===== src/rtl/spi_device_arbiter.sv =====
// spi_device_arbiter
// Shares one SPI device between two SPI masters, one whole transaction at a time.
// A transaction runs from chip-select low to chip-select high. Simultaneous
// requests are settled round-robin. Every release is followed by a deselected
// turnaround gap. Any master that drops CS while it cannot be served is counted
// and masked until it raises CS again, so its frame is never spliced into
// another master's frame.
module spi_device_arbiter #(
    parameter int GAP_CYCLES = 2,
    parameter int CNT_W      = 8
) (
    input  logic             clk,
    input  logic             rst,
    input  logic             m0_cs,
    input  logic             m0_sclk,
    input  logic             m0_mosi,
    output logic             m0_miso,
    input  logic             m1_cs,
    input  logic             m1_sclk,
    input  logic             m1_mosi,
    output logic             m1_miso,
    output logic             d_cs,
    output logic             d_sclk,
    output logic             d_mosi,
    input  logic             d_miso,
    output logic [1:0]       grant,
    output logic             busy,
    output logic [CNT_W-1:0] coll_cnt0,
    output logic [CNT_W-1:0] coll_cnt1,
    input  logic             clr_stats
);

    typedef enum logic [1:0] {
        IDLE = 2'd0,
        OWN0 = 2'd1,
        OWN1 = 2'd2,
        GAP  = 2'd3
    } state_t;

    localparam logic [3:0] GAP_LOAD = 4'(GAP_CYCLES - 1);

    state_t             state_q, state_d;
    logic [1:0]         cs_q, cs_d;
    logic [1:0]         blocked_q, blocked_d;
    logic               last_q, last_d;
    logic [3:0]         gap_cnt_q, gap_cnt_d;
    logic [CNT_W-1:0]   coll_cnt0_q, coll_cnt0_d;
    logic [CNT_W-1:0]   coll_cnt1_q, coll_cnt1_d;
    logic [1:0]         grant_q, grant_d;
    logic               busy_q, busy_d;

    logic [1:0]         cs_now;
    logic [1:0]         req;
    logic [1:0]         fall;
    logic [1:0]         coll;

    assign cs_now = {m1_cs, m0_cs};
    assign req    = ~cs_now & ~blocked_q;
    assign fall   = cs_q & ~cs_now;

    // Ownership decisions: who gets the device next and which CS edges are collisions.
    always_comb begin
        state_d   = state_q;
        last_d    = last_q;
        gap_cnt_d = gap_cnt_q;
        coll      = 2'b00;
        case (state_q)
            IDLE: begin
                if (req == 2'b11) begin
                    // The master that did not own last time wins; the other loses the tie.
                    if (last_q) begin
                        state_d = OWN0;
                        coll[1] = 1'b1;
                    end else begin
                        state_d = OWN1;
                        coll[0] = 1'b1;
                    end
                end else if (req[0]) begin
                    state_d = OWN0;
                end else if (req[1]) begin
                    state_d = OWN1;
                end
            end
            OWN0: begin
                coll[1] = fall[1];
                if (m0_cs) begin
                    last_d    = 1'b0;
                    gap_cnt_d = GAP_LOAD;
                    state_d   = GAP;
                end
            end
            OWN1: begin
                coll[0] = fall[0];
                if (m1_cs) begin
                    last_d    = 1'b1;
                    gap_cnt_d = GAP_LOAD;
                    state_d   = GAP;
                end
            end
            GAP: begin
                coll = fall;
                if (gap_cnt_q == 4'd0) begin
                    state_d = IDLE;
                end else begin
                    gap_cnt_d = gap_cnt_q - 4'd1;
                end
            end
            default: begin
                state_d = IDLE;
            end
        endcase
    end

    // Masking, CS history, saturating collision counters and decoded status outputs.
    always_comb begin
        cs_d      = cs_now;
        blocked_d = (blocked_q | coll) & ~cs_now;

        coll_cnt0_d = coll_cnt0_q;
        if (clr_stats) begin
            coll_cnt0_d = '0;
        end else if (coll[0] && !(&coll_cnt0_q)) begin
            coll_cnt0_d = coll_cnt0_q + CNT_W'(1);
        end

        coll_cnt1_d = coll_cnt1_q;
        if (clr_stats) begin
            coll_cnt1_d = '0;
        end else if (coll[1] && !(&coll_cnt1_q)) begin
            coll_cnt1_d = coll_cnt1_q + CNT_W'(1);
        end

        case (state_d)
            OWN0:    grant_d = 2'b01;
            OWN1:    grant_d = 2'b10;
            default: grant_d = 2'b00;
        endcase
        busy_d = (state_d != IDLE);
    end

    // Single state register for the arbiter, including its registered outputs.
    always_ff @(posedge clk) begin
        if (rst) begin
            state_q     <= IDLE;
            cs_q        <= 2'b11;
            blocked_q   <= 2'b11;
            last_q      <= 1'b1;
            gap_cnt_q   <= 4'd0;
            coll_cnt0_q <= '0;
            coll_cnt1_q <= '0;
            grant_q     <= 2'b00;
            busy_q      <= 1'b0;
        end else begin
            state_q     <= state_d;
            cs_q        <= cs_d;
            blocked_q   <= blocked_d;
            last_q      <= last_d;
            gap_cnt_q   <= gap_cnt_d;
            coll_cnt0_q <= coll_cnt0_d;
            coll_cnt1_q <= coll_cnt1_d;
            grant_q     <= grant_d;
            busy_q      <= busy_d;
        end
    end

    // Zero-latency pass-through between the owning master and the device.
    always_comb begin
        d_cs    = 1'b1;
        d_sclk  = 1'b0;
        d_mosi  = 1'b0;
        m0_miso = 1'b0;
        m1_miso = 1'b0;
        case (state_q)
            OWN0: begin
                d_cs    = m0_cs;
                d_sclk  = m0_sclk;
                d_mosi  = m0_mosi;
                m0_miso = d_miso;
            end
            OWN1: begin
                d_cs    = m1_cs;
                d_sclk  = m1_sclk;
                d_mosi  = m1_mosi;
                m1_miso = d_miso;
            end
            default: begin
                d_cs    = 1'b1;
            end
        endcase
    end

    assign grant     = grant_q;
    assign busy      = busy_q;
    assign coll_cnt0 = coll_cnt0_q;
    assign coll_cnt1 = coll_cnt1_q;

endmodule


===== config.mk =====
export PLATFORM = sky130hd
export DESIGN_NAME = spi_device_arbiter
export DESIGN_NICKNAME = d
export VERILOG_FILES = /design/src/rtl/spi_device_arbiter.sv
export SDC_FILE = /design/constraint.sdc
export NUM_CORES = 1
export LEC_CHECK = 0
export BUFFER_PORTS_ARGS = -buffer_cell sky130_fd_sc_hd__buf_4
export CAP_MARGIN = 15
export CELL_PAD_IN_SITES_DETAIL_PLACEMENT = 1
export CELL_PAD_IN_SITES_GLOBAL_PLACEMENT = 1
export CORE_ASPECT_RATIO = 0.7
export CORE_MARGIN = 2
export CORE_UTILIZATION = 30
export DETAILED_ROUTE_END_ITERATION = 6
export HOLD_SLACK_MARGIN = 0.02
export PLACE_DENSITY = 0.68
export SLEW_MARGIN = 30
export SYNTH_ARGS = -nofsm -noshare
export SYNTH_HDL_FRONTEND = slang
export SYNTH_SLANG_ARGS = --single-unit

===== constraint.sdc =====
create_clock -name clk -period 2.3 [get_ports clk]
set_clock_uncertainty 0.05 [all_clocks]
set_input_delay 0.46 -clock clk [delete_from_list [all_inputs] [get_ports clk]]
set_output_delay 0.46 -clock clk [all_outputs]
set_load 0.05 [all_outputs]

After elaboration in Yosys (flattened, before gate mapping) --
Cells that the tools add are included.
Storage, ports and cells: output and inout port bits 24, flip-flop bits (word level) 30, word-level logic and storage cells 69, input port bits 10
Cells by class: eq/ne operators 9, reductions and logical operators 16, add/subtract/negate cells 3, bitwise operators 6, muxes and demuxes 26
Operators with widths (number):
- $add A8 B1 Y8 const B | 2
- $mux W2 | 8
- $reduce_and A8 Y1 | 2
- $mux W4 | 3
- $pmux W1 S2 | 6
- $pmux W4 S3 | 1
- $eq A2 B2 Y1 const B | 4
- $pmux W2 S4 | 1
- $and A2 B2 Y2 | 3
- $mux W1 | 6
- $ne A2 B2 Y1 const B | 3
- $reduce_or A2 Y1 | 3
- $eq A2 B1 Y1 const B | 2
- $logic_not A4 Y1 | 1
- $not A2 Y2 | 2
- $pmux W2 S2 | 1
- $reduce_and A4 Y1 | 1
- $reduce_bool A2 Y1 | 2
- $sub A4 B1 Y4 const B | 1
- $reduce_and A3 Y1 | 1
- $reduce_bool A3 Y1 | 1
- $logic_and A1 B1 Y1 | 2
- $logic_not A1 Y1 | 2
- $logic_not A2 Y1 | 1
- $or A2 B2 Y2 | 1

Logic depth before layout (Yosys ltp) --
Gate-level depths: netlist of run 1.
word-level depth 8, depth in mapped cells 8, mapped depth without buffers 7

Worst setup path after synthesis of run 1 --
No wires, ideal clock.
path type register to output, from reg state_q[0], to out d_mosi, path buffers 1, arrival time 1.608 ns, data required time 1.790 ns, setup slack 0.182 ns, stages on the path, launching flop included 6, cells stage by stage dfxtp_1 > inv_1 > ha_1 > buf_2 > a22oi_1 > nor2b_1
Between the ends: cells in the longest elaborated chain, start to end 2, elaborated cells on any way between the ends 3, classes of those cells 2 x eq/ne; 1 x mux
Ends and longest elaborated chain:
- from (decl) | line 42 | state_t state_q, state_d;
- from (signal assigned) | line 154 | state_q <= state_d;
- $eq A2 B2 Y1 / $eq A2 B1 Y1 (equally long branches) | line 173 | case (state_q)
- $pmux W1 S2 * | line 173
- to (decl) | line 24 | output logic d_mosi,
Mark *: on every way between the ends. The rest lies on a longest branch, timed or not.

Final worst setup path of run 1 --
from reg state_q[1], to out d_sclk
Between the ends: cells in the longest elaborated chain, start to end 2, elaborated cells on any way between the ends 3, classes of those cells 2 x eq/ne; 1 x mux
Ends and longest elaborated chain:
- $eq A2 B2 Y1 / $eq A2 B1 Y1 (equally long branches) | line 173
- $pmux W1 S2 * | line 173
- to (decl) | line 23 | output logic d_sclk,
Marked as above.

==> results.py, run 1 <==
metrics = {
    "status": {
        "run_status": "finished clean",
    },
    "clock_network": {
        "hold_buffers": 0,
        "post_cts_buffers": 0,
        "clkSinkCount": 30,
        "cts.path.max_buffers": 2,
        "cts_root_buf": "clkbuf_8",
        "cts_resized": 0,
        "tritoncts": "done",
        "clk_latency_ns": 0.28,
        "numCtsBuffers": 5,
        "cts_max_level": 2,
        "clk_pin_slew_ns": 0.07,
    },
    "synthesis": {
        "synth_area_leaders": "dfxtp_1 37%, ha_1 7.6%, a21oi_1 4.9%",
        "synth_fp_nets": 212,
        "ys_ff_latch": 30,
        "yosysTopAreaCell": "dfxtp_1",
        "yosysUniqueCellTypes": 46,
        "synthCells": 192,
        "synth_most_common_cell": "dfxtp_1",
        "synth_top_area_frac": 0.3659,
        "yosysSeqAreaShare": 0.3659,
        "synth_edf_count": 0,
        "syn_area_sq_um": 1642,
        "yosysWarnings": 0,
        "ys.flop_type": "dfxtp_1",
        "synth_common_cells": "30 x dfxtp_1, 18 x nor2_1, 16 x a21oi_1",
        "async_reset_ff_frac": 0,
        "syn_avg_cell_area_sq_um": 8.550,
    },
    "routing": {
        "drt_iter0_drc": 66,
        "antenna_left": 0,
        "wire_per_inst_microns": 13.99,
        "drt-total-wl_microns": 4182,
        "drcViolationCount": 0,
        "vias": 1485,
        "avgViaCountPerCell": 4.967,
        "firstDrtPassIters": 4,
    },
    "pwr": {
        "switching_share": 0.3890,
        "power_switching_uw": 873.2,
        "p_leak_uw": 0.0008277,
        "pwr-share-seq": 0.282,
        "ir_drop_uv": 664.7,
        "p_int_uw": 1371,
        "pwr-share-clk": 0.299,
        "combPwrFrac": 0.419,
        "p_per_area_nw_per_um2": 1075,
    },
    "global_routing": {
        "use_met1": 0.2102,
        "grt.met3_usage": 0.03877,
        "top_usage_layer": "met1",
        "antenna_found_initial": 0,
        "grt_pass1_wl_microns": 6913,
        "overflow": 0,
        "grt_pass1_vias": 1449,
        "grt_usage": 0.1426,
        "met2_usage": 0.2016,
        "grt_max_degree": 15,
    },
    "critical_path": {
        "timing.rr.start": "state_q[1]",
        "required_ns": 1.79,
        "critPathArrivalTime_ns": 1.54,
        "crit_fanout": 7,
        "r2r_slack_ns": 0.28,
        "worstSetupPathType": "flip-flop to output pin",
        "worstSetupStartpoint": "state_q[1]",
        "reg2reg_depth": 7,
        "end_kind": "output pin",
        "crit_end": "d_sclk",
        "reg2reg_to": "coll_cnt1[4]",
        "setup.worst_path.start_class": "flip-flop",
    },
    "sta": {
        "drv_slew": 0,
        "slew_headroom": 0.6662,
        "period_minus_slack_ns": 2.047,
        "setup_violations": 0,
        "fin_tns_setup_ns": 0,
        "hold_violations": 0,
        "fmax_mhz": 488.6,
        "hold_ws_ns": 0.3962,
        "worst_pin_slew_ns": 0.4968,
        "min_period_over_period": 0.8898,
        "rsz0062_at_grt": "false",
    },
    "cells_and_area": {
        "diodes": 0,
        "nets": 246,
        "areaGrowthSynthToFinish_pct": 27.21,
        "drive_above_1_share": 0.2555,
    },
    "run": {
        "drv_cap": 0,
    },
    "die": {
        "core_area_sq_um": 5258,
        "initial_core_util": 0.3122,
        "pin_count": 34,
        "row_count": 22,
        "fp.dieArea_sq_um": 6089,
        "die_h_microns": 65.89,
        "die_w_microns": 92.42,
    },
    "place": {
        "gp_congestion": 0.7745,
        "port-buffer-count": 33,
        "hpwlAfterDp_microns": 3076,
    },
    "hold_path": {
        "hold_path.class": "primary input to flip-flop",
    },
}
cells in the final DEF, fill, tap and decap left out, drive strengths merged, types with 3 or more instances in the layout:
cell type,synthesis,layout
and4,3,3
o21bai,3,3
o21ai,15,15
a21oi,16,16
clkbuf,2,6
inv,7,7
buf,5,34
nand3b,3,3
nor2b,3,3
nand2,13,13
xnor2,3,3
or2,5,5
nor2,20,20
or3,7,7
ha,10,10
nand3,10,10
nor3,5,5
a22oi,4,4
dfxtp,30,30
flip-flops by register name, summed over array words and instances (netlist names), 2 cells and up:
name	flops
grant	2
coll_cnt1	8
blocked_q	2
gap_cnt_q	4
cs_q	2
coll_cnt0	8
state_q	2
through the flow:
| step | instances | power (uW) | setup WS [ns] | util | instance area, sq um |
|---|---|---|---|---|---|
| after global placement | 291 | 1573 | 0.2766 | 0.3696 | 1943 |
| after global routing | 299 | 2394 | 0.08755 | 0.3972 | 2088 |
| after CTS | 299 | 2268 | 0.07809 | 0.3967 | 2086 |
| after detailed placement | 291 | 1582 | 0.2194 | 0.3696 | 1943 |
| final | 299 | 2244 | 0.2534 | 0.3972 | 2088 |
| after floorplan | 192 | 1332 | 0.1817 | - | 1642 |
logic make-up after synthesis:
kind of cell,after synthesis,synth area share
fa+ha+maj,10,0.07622
simple gates,82,0.2873
flops,30,0.3659
buf+inv,14,0.04268
xor+xnor,4,0.02135
compound gates,52,0.2066
critical path, stage by stage, from the launching register on:
cell and delay (ns):
dfxtp_1 0.35, inv_1 0.13, ha_1 0.33, a22oi_1 0.11
nor2b_1 0.13, buf_4 0.20
power by group through the flow:
stage	sequential, uW	clock [uW]	combinational (uW)
floorplan	735	0	597
global placement	642	0	931
detailed placement	644	0	938
CTS	634	691	943
global route	643	711	1040
finish	633	671	941
per-layer routing:
layer,up-vias,part of all wire,routed length [microns]
met1,679,0.56,2322
met4,0,0.0041,17
met5,-,0,0
met3,2,0.059,248
met2,43,0.38,1595
li1,761,-,-
how the worst min path moves through the flow:
stage	start	endpoint	depth (start not counted)
2_1_floorplan	gap_cnt_q[3]	gap_cnt_q[3]	2
3_3_place_gp	gap_cnt_q[0]	gap_cnt_q[0]	1
3_5_place_dp	gap_cnt_q[2]	gap_cnt_q[2]	2
4_1_cts	rst	gap_cnt_q[3]	2
5_1_grt	rst	gap_cnt_q[1]	2
6_report	rst	gap_cnt_q[3]	2
final cells by class:
cell class,instances,area [sq um]
clock buffers,6,82.58
clock inverters,2,60.06
fillers,628,3169
inverters,7,26.28
multi-input cells,148,973.4
flip-flops and latches,30,600.6
well taps,72,90.09
repair buffers,34,255.2
Power figures use the tool's default switching activity.
==> run 2: changes to the inputs <==
Clock period 2.3 ns to 1.9 ns, I/O delays scaled along.
==> run 2 against run 1 <==
  * Non-clock buffer count up 18
  * Sequential power rose by 25%
  * Largest cell class unchanged
  * Register-to-register slack worse by 0.21 ns
  * Worst setup slack got worse by 0.19 ns
  * Core utilization grew 4.6 points
==> results.py, run 2 (synthesis results as in run 1) <==
metrics = {
    "routing": {
        "drt_iter0_drc": 64,
        "antenna_left": 0,
        "avgViaCountPerCell": 4.937,
        "drcViolationCount": 0,
        "firstDrtPassIters": 4,
        "drt-total-wl_microns": 4552,
        "wire_per_inst_microns": 14.36,
        "vias": 1565,
    },
    "cells_and_area": {
        "diodes": 0,
        "layout.cells.most_common": "buf_4",
        "drive_above_1_share": 0.4000,
        "finish.utilization": 0.4436,
        "nets": 264,
        "areaGrowthSynthToFinish_pct": 42.07,
        "final_cell_mix": "46 x buf_4, 28 x dfxtp_1, 15 x nor2_1, 15 x a21oi_1",
    },
    "die": {
        "fp.dieArea_sq_um": 6089,
        "die_w_microns": 92.42,
        "row_count": 22,
        "initial_core_util": 0.3122,
        "pin_count": 34,
        "core_area_sq_um": 5258,
        "die_h_microns": 65.89,
    },
    "pwr": {
        "p_per_area_nw_per_um2": 1223,
        "p_leak_uw": 0.0009154,
        "pwr-share-clk": 0.215,
        "pwr-share-seq": 0.277,
        "switching_share": 0.4111,
        "p_int_uw": 1680,
        "total_power_uw": 2853,
        "combPwrFrac": 0.509,
        "power_switching_uw": 1173,
        "ir_drop_uv": 618.9,
    },
    "critical_path": {
        "end_kind": "output pin",
        "crit_slowest_cell": "dfxtp_4",
        "crit_chain": "inv_4 > ha_4 > buf_6 > a22oi_2 > nor2b_2 > buf_6",
        "crit_cells": 6,
        "r2r_slack_ns": 0.07,
        "critPathArrivalTime_ns": 1.40,
        "crit_family": "flip-flops",
        "worstSetupPathType": "flip-flop to output pin",
        "worstSetupStartpoint": "state_q[1]",
        "crit_fanout": 5,
        "cpMostUsedCell": "buf_6",
        "setup.worst_path.start_class": "flip-flop",
        "reg2reg_depth": 7,
        "crit_end": "d_sclk",
        "worst-path-buf-inv": 3,
        "timing.rr.start": "state_q[0]",
        "required_ns": 1.47,
        "crit_path_max_incr_delay_ns": 0.40,
        "reg2reg_to": "coll_cnt0[5]",
    },
    "global_routing": {
        "grt_usage": 0.1653,
        "antenna_found_initial": 0,
        "grt_max_degree": 15,
        "grt_pass1_wl_microns": 7797,
        "overflow": 0,
        "grt_pass1_vias": 1562,
    },
    "sta": {
        "min_period_over_period": 0.9648,
        "hold_ws_ns": 0.3281,
        "period_minus_slack_ns": 1.833,
        "setup_ws_ns": 0.06690,
        "slew_headroom": 0.7534,
        "drv_slew": 0,
        "setup_violations": 0,
        "fmax_mhz": 545.5,
        "rsz0062_at_grt": "true",
        "worst_pin_slew_ns": 0.3699,
        "hold_violations": 0,
    },
    "place": {
        "port-buffer-count": 33,
        "place_ws_ns": -0.08666,
        "gp_congestion": 0.7528,
        "hpwlAfterDp_microns": 3368,
    },
    "clock_network": {
        "clk_pin_slew_ns": 0.06,
        "cts_root_buf": "clkbuf_8",
        "cts.path.max_buffers": 2,
        "numCtsBuffers": 5,
        "clk_latency_ns": 0.29,
        "hold_buffers": 0,
        "tritoncts": "done",
        "cts_max_level": 2,
        "clkSinkCount": 30,
    },
    "hold_path": {
        "hold_path.class": "primary input to flip-flop",
    },
    "status": {
        "run_status": "finished clean",
    },
    "run": {
        "drv_cap": 0,
    },
}
-- run 2: worst min path at each step --
stage,start,endpoint,slack [ns],cells past startpoint
final,m1_cs,blocked_q[1],0.33,2
after CTS,rst,gap_cnt_q[3],0.32,2
after global routing,rst,gap_cnt_q[2],0.33,2
after detailed placement,gap_cnt_q[3],gap_cnt_q[3],0.46,2
after floorplan,gap_cnt_q[3],gap_cnt_q[3],0.41,2
after global placement,gap_cnt_q[3],gap_cnt_q[3],0.43,2
-- run 2: power by group through the flow --
| stage | clock [uW] | combinational (uW) | sequential [uW] |
|---|---|---|---|
| 2_1_floorplan | 0 | 732 | 892 |
| 3_3_place_gp | 0 | 1250 | 779 |
| 3_5_place_dp | 0 | 1260 | 777 |
| 4_1_cts | 632 | 1330 | 779 |
| 5_1_grt | 662 | 1580 | 804 |
| 6_report | 612 | 1450 | 790 |
-- run 2: cell type report --
type / instances / area (sq um)
Multi-Input combinational cell: 148 / 1085
Inverter: 7 / 28.78
Clock buffer: 8 / 110.1
Timing Repair Buffer: 52 / 412.9
Sequential cell: 30 / 605.6
Tap cell: 72 / 90.09
Fill cell: 622 / 2925
-- run 2: through the flow --
step	cell area [sq um]	cells	setup TNS, ns
6_report	2332	317	0
5_1_grt	2332	317	-0.1254
4_1_cts	2223	315	0
3_5_place_dp	2069	307	-0.2775
3_3_place_gp	2069	307	-0.2582
2_1_floorplan	1648	192	0
-- run 2: timing repair --
item / 4_1_cts / 5_1_grt
buffers inserted: 0 / 2
pin swaps: 2 / 4
gates resized for setup: 12 / 21
endpoints found under the setup margin: 12 / 18
gates cloned: 0 / 0
-- run 2: worst reg2reg max path: cells and delay by family (launching register included) --
| kind | cells | cell delay [ns] |
|---|---|---|
| xor gates and xnor gates | 1 | 0.17 |
| adders and majority gates | 1 | 0.21 |
| AOI/OAI and AO/OA | 2 | 0.58 |
| buffers and inverters | 1 | 0.13 |
| DFF | 1 | 0.33 |
| and+or+nand+nor | 2 | 0.25 |
-- run 2: routing by layer --
layer	wire length [microns]	GRT usage	vias to the layer above
met4	81	0.07090	0
met2	1941	0.2391	19
met5	0	0	-
met3	150	0.04333	8
li1	-	-	795
met1	2379	0.2308	743
==> run 3: changes to the inputs <==
Clock period 1.9 ns to 1.96 ns, I/O delays scaled along.
==> run 3 against run 2 <==
  * Sequential share of layout area increased by 1.0 points
  * Non-clock buffer count decreased by 2
  * Critical path depth unchanged
  * Total power decreased by 9.4%
  * Sequential power decreased by 4.4%
  * Count of clock-buffer cells in the layout decreased by 2
  * Routed wire length decreased by 2.7%
  * Critical path type unchanged
  * Largest cell class unchanged
==> results.py, run 3 (synthesis results as in run 1) <==
metrics = {
    "critical_path": {
        "crit_path_max_incr_delay_ns": 0.31,
        "cpMostUsedCell": "buf_4",
        "timing.rr.start": "state_q[0]",
        "critPathArrivalTime_ns": 1.47,
        "worst-path-buf-inv": 3,
        "crit_fanout": 5,
        "worstSetupPathType": "flip-flop to output pin",
        "worstSetupStartpoint": "state_q[0]",
        "crit_family": "buffers and inverters",
        "end_kind": "output pin",
        "crit_slowest_cell": "dfxtp_1",
        "crit_chain": "buf_4 > ha_2 > buf_4 > a22oi_2 > nor2b_2 > buf_6",
        "setup.worst_path.start_class": "flip-flop",
        "required_ns": 1.52,
    },
    "routing": {
        "firstDrtPassIters": 4,
        "drt_iter0_drc": 46,
        "antenna_left": 0,
        "avgViaCountPerCell": 4.917,
        "vias": 1539,
        "drt-total-wl_microns": 4431,
        "drcViolationCount": 0,
        "wire_per_inst_microns": 14.16,
    },
    "cells_and_area": {
        "multiInputGateArea_sq_um": 1047,
        "ff_latch_area_sq_um": 604.3,
        "nets": 262,
        "fill_cells": 638,
        "diodes": 0,
        "drive_above_1_share": 0.3485,
        "areaGrowthSynthToFinish_pct": 36.51,
        "finish.utilization": 0.4262,
        "final_cell_mix": "46 x buf_4, 29 x dfxtp_1, 17 x nor2_1, 15 x a21oi_1",
        "layout.cells.most_common": "buf_4",
    },
    "die": {
        "core_area_sq_um": 5258,
        "pin_count": 34,
        "die_h_microns": 65.89,
        "fp.dieArea_sq_um": 6089,
        "row_count": 22,
        "die_w_microns": 92.42,
        "initial_core_util": 0.3122,
    },
    "pwr": {
        "p_leak_uw": 0.0008798,
        "ir_drop_uv": 794.2,
        "p_per_area_nw_per_um2": 1154,
    },
    "sta": {
        "slew_headroom": 0.7829,
        "worst_pin_slew_ns": 0.3250,
        "drv_slew": 0,
        "min_period_over_period": 0.9734,
        "fmax_mhz": 524.2,
        "setup_violations": 0,
        "hold_violations": 0,
        "rsz0062_at_grt": "true",
        "hold_ws_ns": 0.3449,
        "period_minus_slack_ns": 1.908,
    },
    "status": {
        "run_status": "finished clean",
    },
    "place": {
        "port-buffer-count": 33,
        "hpwlAfterDp_microns": 3244,
        "gp_congestion": 0.7667,
    },
    "run": {
        "drv_cap": 0,
    },
    "global_routing": {
        "grt_pass1_vias": 1511,
        "grt_max_degree": 15,
        "grt_pass1_wl_microns": 7279,
        "overflow": 0,
        "antenna_found_initial": 0,
        "grt_usage": 0.1534,
    },
    "clock_network": {
        "clkSinkCount": 30,
        "clk_pin_slew_ns": 0.07,
        "cts_max_level": 2,
        "cts_root_buf": "clkbuf_8",
        "clk_latency_ns": 0.28,
        "cts.path.max_buffers": 2,
        "numCtsBuffers": 5,
        "hold_buffers": 0,
        "tritoncts": "done",
    },
    "hold_path": {
        "hold_path.class": "primary input to flip-flop",
        "hp-start": "rst",
    },
}
run 3: routing by layer:
layer	track usage	part of all wire
met3	0.04789	0.035
met5	0	0
met4	0.04478	0.0014
met1	0.2120	0.53
met2	0.2290	0.43
run 3: through the flow:
stage	std cells	total power, uW	instance area [sq um]	setup slack [ns]	setup TNS, ns
3_5_place_dp	303	1973	2038	-0.004745	-0.004745
4_1_cts	309	2506	2138	0.01912	0
2_1_floorplan	192	1572	1647	0.05382	0
5_1_grt	313	2751	2241	-0.05686	-0.2413
6_report	313	2586	2241	0.05218	0
3_3_place_gp	303	1966	2038	0.05609	0
run 3: repair_timing:
action | CTS | global route
buffers inserted | 0 | 4
gates cloned | 0 | 0
pin swaps | 0 | 3
gates resized for setup | 6 | 14
endpoints found under the setup margin | 6 | 15
run 3: worst paths after layout:
kind	to	slack, ns	cells after the start
setup / recovery	d_mosi	0.05	6
hold / removal	gap_cnt_q[2]	0.34	2
setup reg to reg	coll_cnt0[3]	0.09	7
hold reg to reg	gap_cnt_q[3]	0.45	2
run 3: layout make-up:
| class | count | area share |
|---|---|---|
| clock buffers | 6 | 0.03685 |
| well taps | 72 | 0.04020 |
| repair buffers | 50 | 0.1742 |
| inverters | 7 | 0.01173 |
| multi-input cells | 148 | 0.4673 |
| flip-flops and latches | 30 | 0.2697 |
run 3: worst reg2reg max path, stage by stage (launching register included):
cell	delay [ns]
dfxtp_1	0.31
buf_4	0.15
ha_1	0.24
nor3b_2	0.19
o21ai_2	0.14
a21o_1	0.22
or3_1	0.38
a21oi_2	0.13
run 3: power breakdown:
group          leakage (uW)  total (uW)  switching [uW]  internal [uW]
combinational      0.000591        1330             795            539
clock             0.0000431         497             226            270
sequential         0.000245         755            62.8            692
